--- src/rtl/iecdrv_gcr_stream.sv ---
// Drive-side GCR bitstream engine between a per-track byte buffer and the
// drive logic disk port. Serialises buffer bytes into a bit stream with SYNC
// detection and byte framing in read mode, and commits dout into the buffer
// at byte boundaries in write mode. Supports one or two heads.
module iecdrv_gcr_stream #(
    parameter int SIDES    = 1,   // 1 or 2 heads; 2 adds side as buf_addr MSB
    parameter int LEN_W    = 13,  // width of track byte position
    parameter int DIV_MAX  = 16,  // bit cell = DIV_MAX - freq ce ticks
    parameter int BR_TICKS = 2    // ce ticks byte_n is held low
) (
    input  logic                     clk,
    input  logic                     reset,
    input  logic                     ce,
    input  logic                     mtr,
    input  logic [1:0]               freq,
    input  logic                     mode,
    input  logic                     side,
    input  logic                     wps_n,
    input  logic [7:0]               dout,
    output logic [7:0]               din,
    output logic                     sync_n,
    output logic                     byte_n,
    input  logic [LEN_W-1:0]         track_len,
    output logic [LEN_W+SIDES-2:0]   buf_addr,
    input  logic [7:0]               buf_rd_data,
    output logic [7:0]               buf_wr_data,
    output logic                     buf_we
);

    localparam int TW = $clog2(DIV_MAX + 1);
    localparam int BW = (BR_TICKS > 1) ? $clog2(BR_TICKS) : 1;
    localparam logic [BW-1:0] BR_LOAD = BW'(BR_TICKS - 1);

    logic [TW-1:0]    timer;
    logic [1:0]       freq_q;
    logic [TW-1:0]    cell_last;
    logic             bit_tick;
    logic             boundary;

    logic [2:0]       tx_cnt;
    logic [7:0]       tx_sr;
    logic [LEN_W-1:0] pos;
    logic [LEN_W-1:0] pos_next;
    logic             adv;       // pos advances one clk after the boundary
    logic [1:0]       ld_pipe;   // waits out the buffer read latency

    logic [6:0]       rx_sr;
    logic [2:0]       rx_cnt;
    logic [3:0]       ones_cnt;
    logic [3:0]       ones_next;
    logic             rx_bit;
    logic [BW-1:0]    br_cnt;

    // The zone is latched at each cell restart so a mid-cell freq change
    // only affects the following cell.
    assign cell_last = TW'(DIV_MAX - 1) - TW'(freq_q);
    assign bit_tick  = ce && mtr && (timer == cell_last);
    assign boundary  = bit_tick && (tx_cnt == 3'd7);
    assign rx_bit    = tx_sr[7];

    generate
        if (SIDES == 2) begin : g_two_sides
            assign buf_addr = {side, pos};
        end else begin : g_one_side
            // side has no meaning with a single head
            assign buf_addr = pos | {LEN_W{side & 1'b0}};
        end
    endgenerate

    // Next track position with wrap at track_len-1; short tracks pin to 0.
    always_comb begin
        // NOTE: every always_comb output gets a default first so no path leaves it unassigned (no latch).
        pos_next = pos + 1'b1;
        if (track_len <= LEN_W'(1) || pos >= track_len - 1'b1) begin
            pos_next = '0;
        end
    end

    // Saturating run length of consecutive one bits.
    always_comb begin
        ones_next = '0;
        if (rx_bit) begin
            ones_next = (ones_cnt == 4'd15) ? 4'd15 : ones_cnt + 4'd1;
        end
    end

    // Bit-cell timer, frozen while the motor is off.
    always_ff @(posedge clk) begin
        // NOTE: sequential state uses non-blocking assignments so every register samples pre-edge values.
        if (reset) begin
            timer  <= '0;
            freq_q <= freq;
        end else if (ce && mtr) begin
            if (bit_tick) begin
                timer  <= '0;
                freq_q <= freq;
            end else begin
                timer <= timer + 1'b1;
            end
        end
    end

    // Transmit side: byte framing, track position and shift register reload.
    always_ff @(posedge clk) begin
        if (reset) begin
            tx_cnt  <= '0;
            tx_sr   <= '0;
            pos     <= '0;
            adv     <= 1'b0;
            ld_pipe <= 2'b01;
        end else begin
            ld_pipe <= {ld_pipe[0], 1'b0};
            adv     <= boundary;
            if (adv) begin
                pos     <= pos_next;
                ld_pipe <= 2'b01;
            end
            if (bit_tick) begin
                tx_cnt <= tx_cnt + 3'd1;
            end
            if (ld_pipe[1]) begin
                tx_sr <= buf_rd_data;
            end else if (bit_tick) begin
                tx_sr <= {tx_sr[6:0], 1'b0};
            end
        end
    end

    // Receive framing, SYNC detection, byte-ready strobe and buffer writes.
    always_ff @(posedge clk) begin
        if (reset) begin
            rx_sr       <= '0;
            rx_cnt      <= '0;
            ones_cnt    <= '0;
            sync_n      <= 1'b1;
            din         <= 8'hFF;
            byte_n      <= 1'b1;
            br_cnt      <= '0;
            buf_we      <= 1'b0;
            buf_wr_data <= 8'h00;
        end else begin
            buf_we <= 1'b0;

            if (!mtr) begin
                byte_n <= 1'b1;
            end else if (!byte_n && ce) begin
                if (br_cnt == '0) begin
                    byte_n <= 1'b1;
                end else begin
                    br_cnt <= br_cnt - 1'b1;
                end
            end

            if (!mode) begin
                // Write mode: any partial rx byte is dropped and SYNC cleared.
                sync_n   <= 1'b1;
                ones_cnt <= '0;
                rx_cnt   <= '0;
                if (boundary) begin
                    byte_n <= 1'b0;
                    br_cnt <= BR_LOAD;
                    if (wps_n) begin
                        buf_we      <= 1'b1;
                        buf_wr_data <= dout;
                    end
                end
            end else if (bit_tick) begin
                rx_sr    <= {rx_sr[5:0], rx_bit};
                ones_cnt <= ones_next;
                if (rx_bit && ones_next >= 4'd10) begin
                    sync_n <= 1'b0;
                    rx_cnt <= '0;
                end else if (!rx_bit && !sync_n) begin
                    // The zero that ends SYNC is bit 0 of the next byte.
                    sync_n <= 1'b1;
                    rx_cnt <= 3'd1;
                end else if (rx_cnt == 3'd7) begin
                    din    <= {rx_sr, rx_bit};
                    rx_cnt <= '0;
                    byte_n <= 1'b0;
                    br_cnt <= BR_LOAD;
                end else begin
                    rx_cnt <= rx_cnt + 3'd1;
                end
            end
        end
    end

endmodule

--- config.mk ---
export PLATFORM = sky130hd
export DESIGN_NAME = iecdrv_gcr_stream
export DESIGN_NICKNAME = d
export VERILOG_FILES = /design/src/rtl/iecdrv_gcr_stream.sv
export SDC_FILE = /design/constraint.sdc
export NUM_CORES = 1
export LEC_CHECK = 0
export ABC_CLOCK_PERIOD_IN_PS = 2900
export BUFFER_PORTS_ARGS = -buffer_cell sky130_fd_sc_hd__buf_4
export CAP_MARGIN = 40
export CORE_ASPECT_RATIO = 1.75
export CORE_MARGIN = 2
export CORE_UTILIZATION = 55
export CTS_CLUSTER_DIAMETER = 80
export DETAILED_ROUTE_END_ITERATION = 8
export PLACE_DENSITY = 0.8
export RECOVER_POWER = 25
export SLEW_MARGIN = 10
export SYNTH_ARGS = -nofsm -noshare
export SYNTH_HDL_FRONTEND = slang
export SYNTH_SLANG_ARGS = --single-unit
--- constraint.sdc ---
create_clock -name clk -period 2.9 [get_ports clk]
set_input_delay 0.145 -clock clk [delete_from_list [all_inputs] [get_ports clk]]
set_output_delay 0.145 -clock clk [all_outputs]
set_load 0.01 [all_outputs]
* Yosys cells after proc, flatten, opt, wreduce, memory -nomap -nowiden
Index checks and enable logic that the tools add are counted.
Storage, ports and cells: register bits after elaboration 68, output and inout bits 32, word-level logic and storage cells 92, input port bits 38
Operators by class: add/subtract/negate cells 8, order comparisons 3, bitwise operators 4, muxes and demuxes 34, reduce and logical (&&, ||, !) cells 22, eq/ne operators 4
Operators with widths (number):
- 1-bit 2-to-1 mux | 22
- 8-bit 2-to-1 mux | 2
- 13-bit by 1-bit adder with 13-bit output, second input constant | 1
- 13-bit greater-or-equal comparator | 1
- 13-bit by 1-bit less-or-equal comparator with 1-bit output, second input constant | 1
- 13-bit 2-to-1 mux | 1
- 13-bit by 1-bit subtractor with 13-bit output, second input constant | 1
- 3-bit 2-to-1 mux | 3
- 4-bit 2-to-1 mux | 2
- 2-bit nonzero test | 4
- 3-bit by 1-bit adder with 3-bit output, second input constant | 2
- 3-bit equality test, second input constant | 2
- 1-bit logical AND | 6
- 2-bit 2-to-1 mux | 3
- 2-bit AND reduction | 3
- 5-bit by 1-bit adder with 5-bit output, second input constant | 1
- 5-bit equality test | 1
- 5-bit 2-to-1 mux | 1
- 5-bit AND reduction | 1
- 4-bit by 2-bit subtractor with 5-bit output, first input constant | 1
- 4-bit by 1-bit adder with 4-bit output, second input constant | 1
- 4-bit equality test, second input constant | 1
- 4-bit greater-or-equal comparator, second input constant | 1
- 1-bit inverter | 4
- other kinds (6) | 9

* Depth between registers and ports, before layout
word-level depth 9, depth in mapped cells 12, depth with buffers taken out 11

* Least setup slack after synthesis
No wires, ideal clock.
kind input-to-reg, start input track_len[7], end register pos[11] (netlist: buf_addr[11]), arrival time 2330 ps, setup time 112 ps, buffers on the path 1, slack 457 ps, required time 2788 ps, cell stages on the path 11, cells stage by stage nor4_1 -> nor4b_1 -> nor2b_1 -> xnor2_1 -> ha_1 -> a21oi_1 -> o21ai_0 -> a41oi_1 -> inv_1 -> buf_6 -> a2111oi_1
On the way: cells in the longest elaborated chain, start to end 4
RTL lines:
- from (decl) | line 23 | input logic [LEN_W-1:0] track_len,
- 13-bit by 1-bit subtractor with 13-bit output | line 74 | if (track_len <= LEN_W'(1) || pos >= track_len - 1'b1) begin
- 13-bit greater-or-equal comparator | line 74
- 1-bit logical OR * | line 74
- 13-bit 2-to-1 mux * | line 74
- to (signal assigned) | line 115 | pos <= pos_next;
- to (decl) | line 42 | logic [LEN_W-1:0] pos;
Every way passes the cells marked *; elsewhere a longest branch is shown, timed or not. A chain may end at the register's enable or synchronous reset.

* Worst setup path in the final report
start input track_len[7], end register pos[2] (netlist: buf_addr[2])
The elaborated chain is that of the path after synthesis.

==> flow_metrics.py <==
metrics = {
    "status": {
        "outcome": "completed",
    },
    "sta": {
        "fmax_ghz": 0.366,
        "setup_slack_ns": 0.170,
        "grt_setup_unrepaired": "true",
        "skew_ns": 0.00896,
        "period_share": 0.941,
        "min_period_ns": 2.73,
        "worst-slew-pin-transition_ns": 0.727,
        "worst_slew_margin_relative_to_its_limit": 0.511,
        "report.final.slew_viol_count": 0,
        "finalSetupViolCount": 0,
        "report.final.hold_viol_count": 0,
    },
    "hold_path": {
        "min-delay-path-class": "input pin to flip-flop",
        "worst_hold_path.num_cells": 3,
    },
    "synth": {
        "post_synth_inst_count": 395,
        "synth_warnings": 0,
        "async_sr_flop_fraction": 0,
        "syn_area_mm2": 0.00350,
        "avgSynthCellArea_um2": 8.85,
        "xor_and_xnor_fraction_of_the_mapped_netlist_area": 0.0651,
        "largest_family_of_logic_cells_by_synthesized_area": "simple AND/OR/NAND/NOR gates",
        "synth-adder-area-share": 0.0787,
        "syn-num-nets": 455,
        "synth-simple-area-share": 0.219,
        "synth-compound-area-share": 0.132,
        "post_synth_mux_area_share": 0.0655,
        "synth_edf_count": 2,
        "postSynthRegisterBits": 68,
        "ys_dominant_reg_cell": "dfxtp_1",
        "synth_cell_type_count": 50,
        "synth-seq-area-share": 0.395,
    },
    "routing": {
        "detail_route.first_pass.iterations": 5,
        "initial_detailed_routing_violation_count": 131,
        "post-route-drc-count": 0,
        "via_count": 3128,
        "vias_per_cell": 5.75,
        "detail_route.wl_per_cell_um": 14.9,
        "drt.antenna.violating_nets": 0,
        "wirelength_um": 8120,
    },
    "die": {
        "dieWidth_um": 64.3,
        "die_area_mm2": 0.00704,
        "floorplan.core_area_mm2": 0.00618,
        "rows": 38,
        "i_o_pins": 70,
        "starting_density_of_the_core": 0.566,
        "die_height_um": 109,
    },
    "clock_network": {
        "cts-resized-gates": 0,
        "clockBufferDepth": 2,
        "tritoncts_clock_tree": "done",
        "cts_root_buf": "clkbuf_8",
        "cts_setup_buffers": 0,
        "cts_max_level": 3,
        "cts_inserted_buffers": 9,
        "insertion_delay_ns": 0.34,
        "clkSlewWorstSetupHoldPaths_ns": 0.07,
        "cts_num_sinks": 68,
    },
    "placement": {
        "detailedPlacementHpwl_um": 6060,
        "place_ws_ns": -0.272,
        "gp_routability_congestion": 0.813,
        "count_of_port_buffers_added_during_placement": 68,
        "postPlaceCellArea_mm2": 0.00404,
    },
    "global_route": {
        "gr-usage-all-layers": 0.250,
        "number_of_antenna_violations_at_the_first_check_in_global_routing": 0,
        "maximum_number_of_pins_on_one_net_before_global_route_repair": 49,
        "wire_length_of_the_first_global_routing_pass_um": 13800,
        "grt_pass1_vias": 3132,
        "global_route.overflow_total": 0,
    },
    "finish": {
        "area_growth_syn_to_fin_pct": 18.8,
        "fraction_of_layout_cells_with_a_size_suffix_above_1": 0.181,
        "design.final.nets": 521,
        "num_antenna_cells": 0,
        "fillerInstances": 553,
        "fin_area_mm2": 0.00416,
    },
    "worst_setup_path": {
        "critical_path.endpoint": "buf_addr[2]",
        "r2r_start": "buf_addr[10]",
        "crit-reg2reg-capture": "buf_addr[2]",
        "worst_ep_required_time_ns": 3.10,
        "worst_setup_path_startpoint": "track_len[7]",
        "r2r_setup_slack_ns": 0.77,
        "critical_path.endpoint_type": "flip-flop",
        "reg2regPathDepth": 6,
        "timing.setup.critical_path_class": "input pin to flip-flop",
        "startpoint_type": "input pin",
        "cp_data_arrival_time_ns": 2.93,
        "worstPathMaxFanout": 11,
    },
    "power_and_ir_drop": {
        "design_power_total_mw": 1.79,
        "power.leakage_nw": 1.62,
        "pwr_density_cell_mw_per_mm2": 430,
        "peakVddDrop_v": 0.000353,
    },
    "run": {
        "drv_cap": 0,
    },
}
## metrics by stage
| stage | std cells | hold slack [ns] | util | setup TNS (ns) |
|---|---|---|---|---|
| final | 544 | 0.0325 | 0.672 | 0 |
| after global routing | 544 | 0.0366 | 0.672 | -0.280 |
| after CTS | 544 | 0.0219 | 0.686 | 0 |
| after detailed placement | 528 | 0.325 | 0.654 | -1.34 |
| after global placement | 528 | 0.324 | 0.654 | 0 |
| after floorplan | 395 | 0.244 | - | 0 |
## final cells by class
cell class / instances / area, µm² / area share
Clock inverter: 1 / 7.51 / 0.00181
Sequential cell: 68 / 1380 / 0.332
Timing Repair Buffer: 75 / 485 / 0.117
Multi-Input combinational cell: 293 / 1960 / 0.472
Inverter: 14 / 52.6 / 0.0126
Tap cell: 80 / 100 / 0.0241
Clock buffer: 13 / 169 / 0.0407
## per-layer routing
metal  track usage  share of wire  vias to the layer above
met5             0              0                        -
met2         0.481           0.56                       89
met3        0.0522          0.038                       24
met4         0.123          0.030                        0
li1              -              -                     1543
met1         0.248           0.37                     1472
## cells by family after synthesis
kind of cell	after synthesis
and+or+nand+nor	152
AOI/OAI and AO/OA	71
DFF	68
buffers and inverters	34
xor gates and xnor gates	26
muxes	22
adders and majority gates	22
## worst min-delay path by stage
stage	startpoint	slack [ns]	end
2_1_floorplan	freq[0]	0.24	freq_q[0]
3_3_place_gp	freq[0]	0.32	freq_q[0]
3_5_place_dp	freq[0]	0.32	freq_q[0]
4_1_cts	dout[6]	0.02	buf_wr_data[6]
5_1_grt	buf_rd_data[2]	0.04	tx_sr[2]
6_report	dout[6]	0.03	buf_wr_data[6]
## synth_stat cells, types with 2 or more instances
library cell,n,share of area
nand2b_1,3,0.0054
a2111oi_0,7,0.018
nand3_1,32,0.046
buf_6,2,0.0064
a21oi_1,31,0.044
inv_1,14,0.015
nor2_1,32,0.034
nand4b_1,2,0.0050
edfxtp_1,2,0.017
nand4_1,6,0.011
a2111oi_2,3,0.013
dfxtp_1,66,0.38
buf_2,5,0.0072
nor3_1,7,0.010
a31o_2,2,0.0050
mux2_2,7,0.023
o211ai_1,4,0.0086
o21ai_0,13,0.019
a31oi_1,2,0.0036
nor4_1,2,0.0036
clkbuf_1,9,0.0097
buf_1,2,0.0021
nand2_1,38,0.041
ha_1,22,0.079
buf_4,2,0.0043
nand3b_1,5,0.011
nor2b_1,2,0.0036
or2_2,2,0.0036
and3_1,7,0.013
nor4_2,2,0.0072
mux2i_1,15,0.043
xor2_1,10,0.025
o31ai_1,2,0.0043
xnor2_1,16,0.040
or3_1,4,0.0072
## state kept, by name (all words and copies together) (netlist names), 4 cells and up
| signal | count |
|---|---|
| buf_addr | 13 |
| timer | 5 |
| ones_cnt | 4 |
| buf_wr_data | 8 |
| rx_sr | 7 |
| din | 8 |
| tx_sr | 8 |
## layout by cell type, fill, tap and decap left out, types with 3 or more instances in the layout
master | synthesis | layout
a2111oi_0 | 7 | 7
a2111oi_2 | 3 | 3
a21oi_1 | 31 | 31
and3_1 | 7 | 7
buf_4 | 2 | 49
clkbuf_1 | 9 | 23
clkbuf_8 | 0 | 12
dfxtp_1 | 66 | 66
ha_1 | 22 | 22
inv_1 | 14 | 14
mux2_2 | 7 | 7
mux2i_1 | 15 | 15
nand2_1 | 38 | 38
nand2b_1 | 3 | 3
nand3_1 | 32 | 32
nand3b_1 | 5 | 5
nand4_1 | 6 | 6
nor2_1 | 32 | 32
nor3_1 | 7 | 7
o211ai_1 | 4 | 4
o21ai_0 | 13 | 13
or3_1 | 4 | 4
xnor2_1 | 16 | 16
xor2_1 | 10 | 10
## where the power goes
part           internal, mW  leakage [nW]  switching [mW]
Combinational        0.0645         0.984          0.0629
Clock                 0.371        0.0876           0.327
Sequential            0.949         0.553          0.0101
Total                  1.38          1.62           0.400
## critical path: stages
cell and delay, ns:
buf_4 0.12, nor4_1 0.38, nor4b_1 0.34, nor2b_1 0.22
xnor2_1 0.15, ha_1 0.28, a21oi_1 0.16, o21ai_0 0.10
a41oi_1 0.27, inv_1 0.26, a2111oi_0 0.51
## what timing repair did
item,CTS,global route
setup endpoints to repair,0,4
endpoints found under the hold margin,2,0
hold buffers,2,0
(Power assumes the default switching activity.)
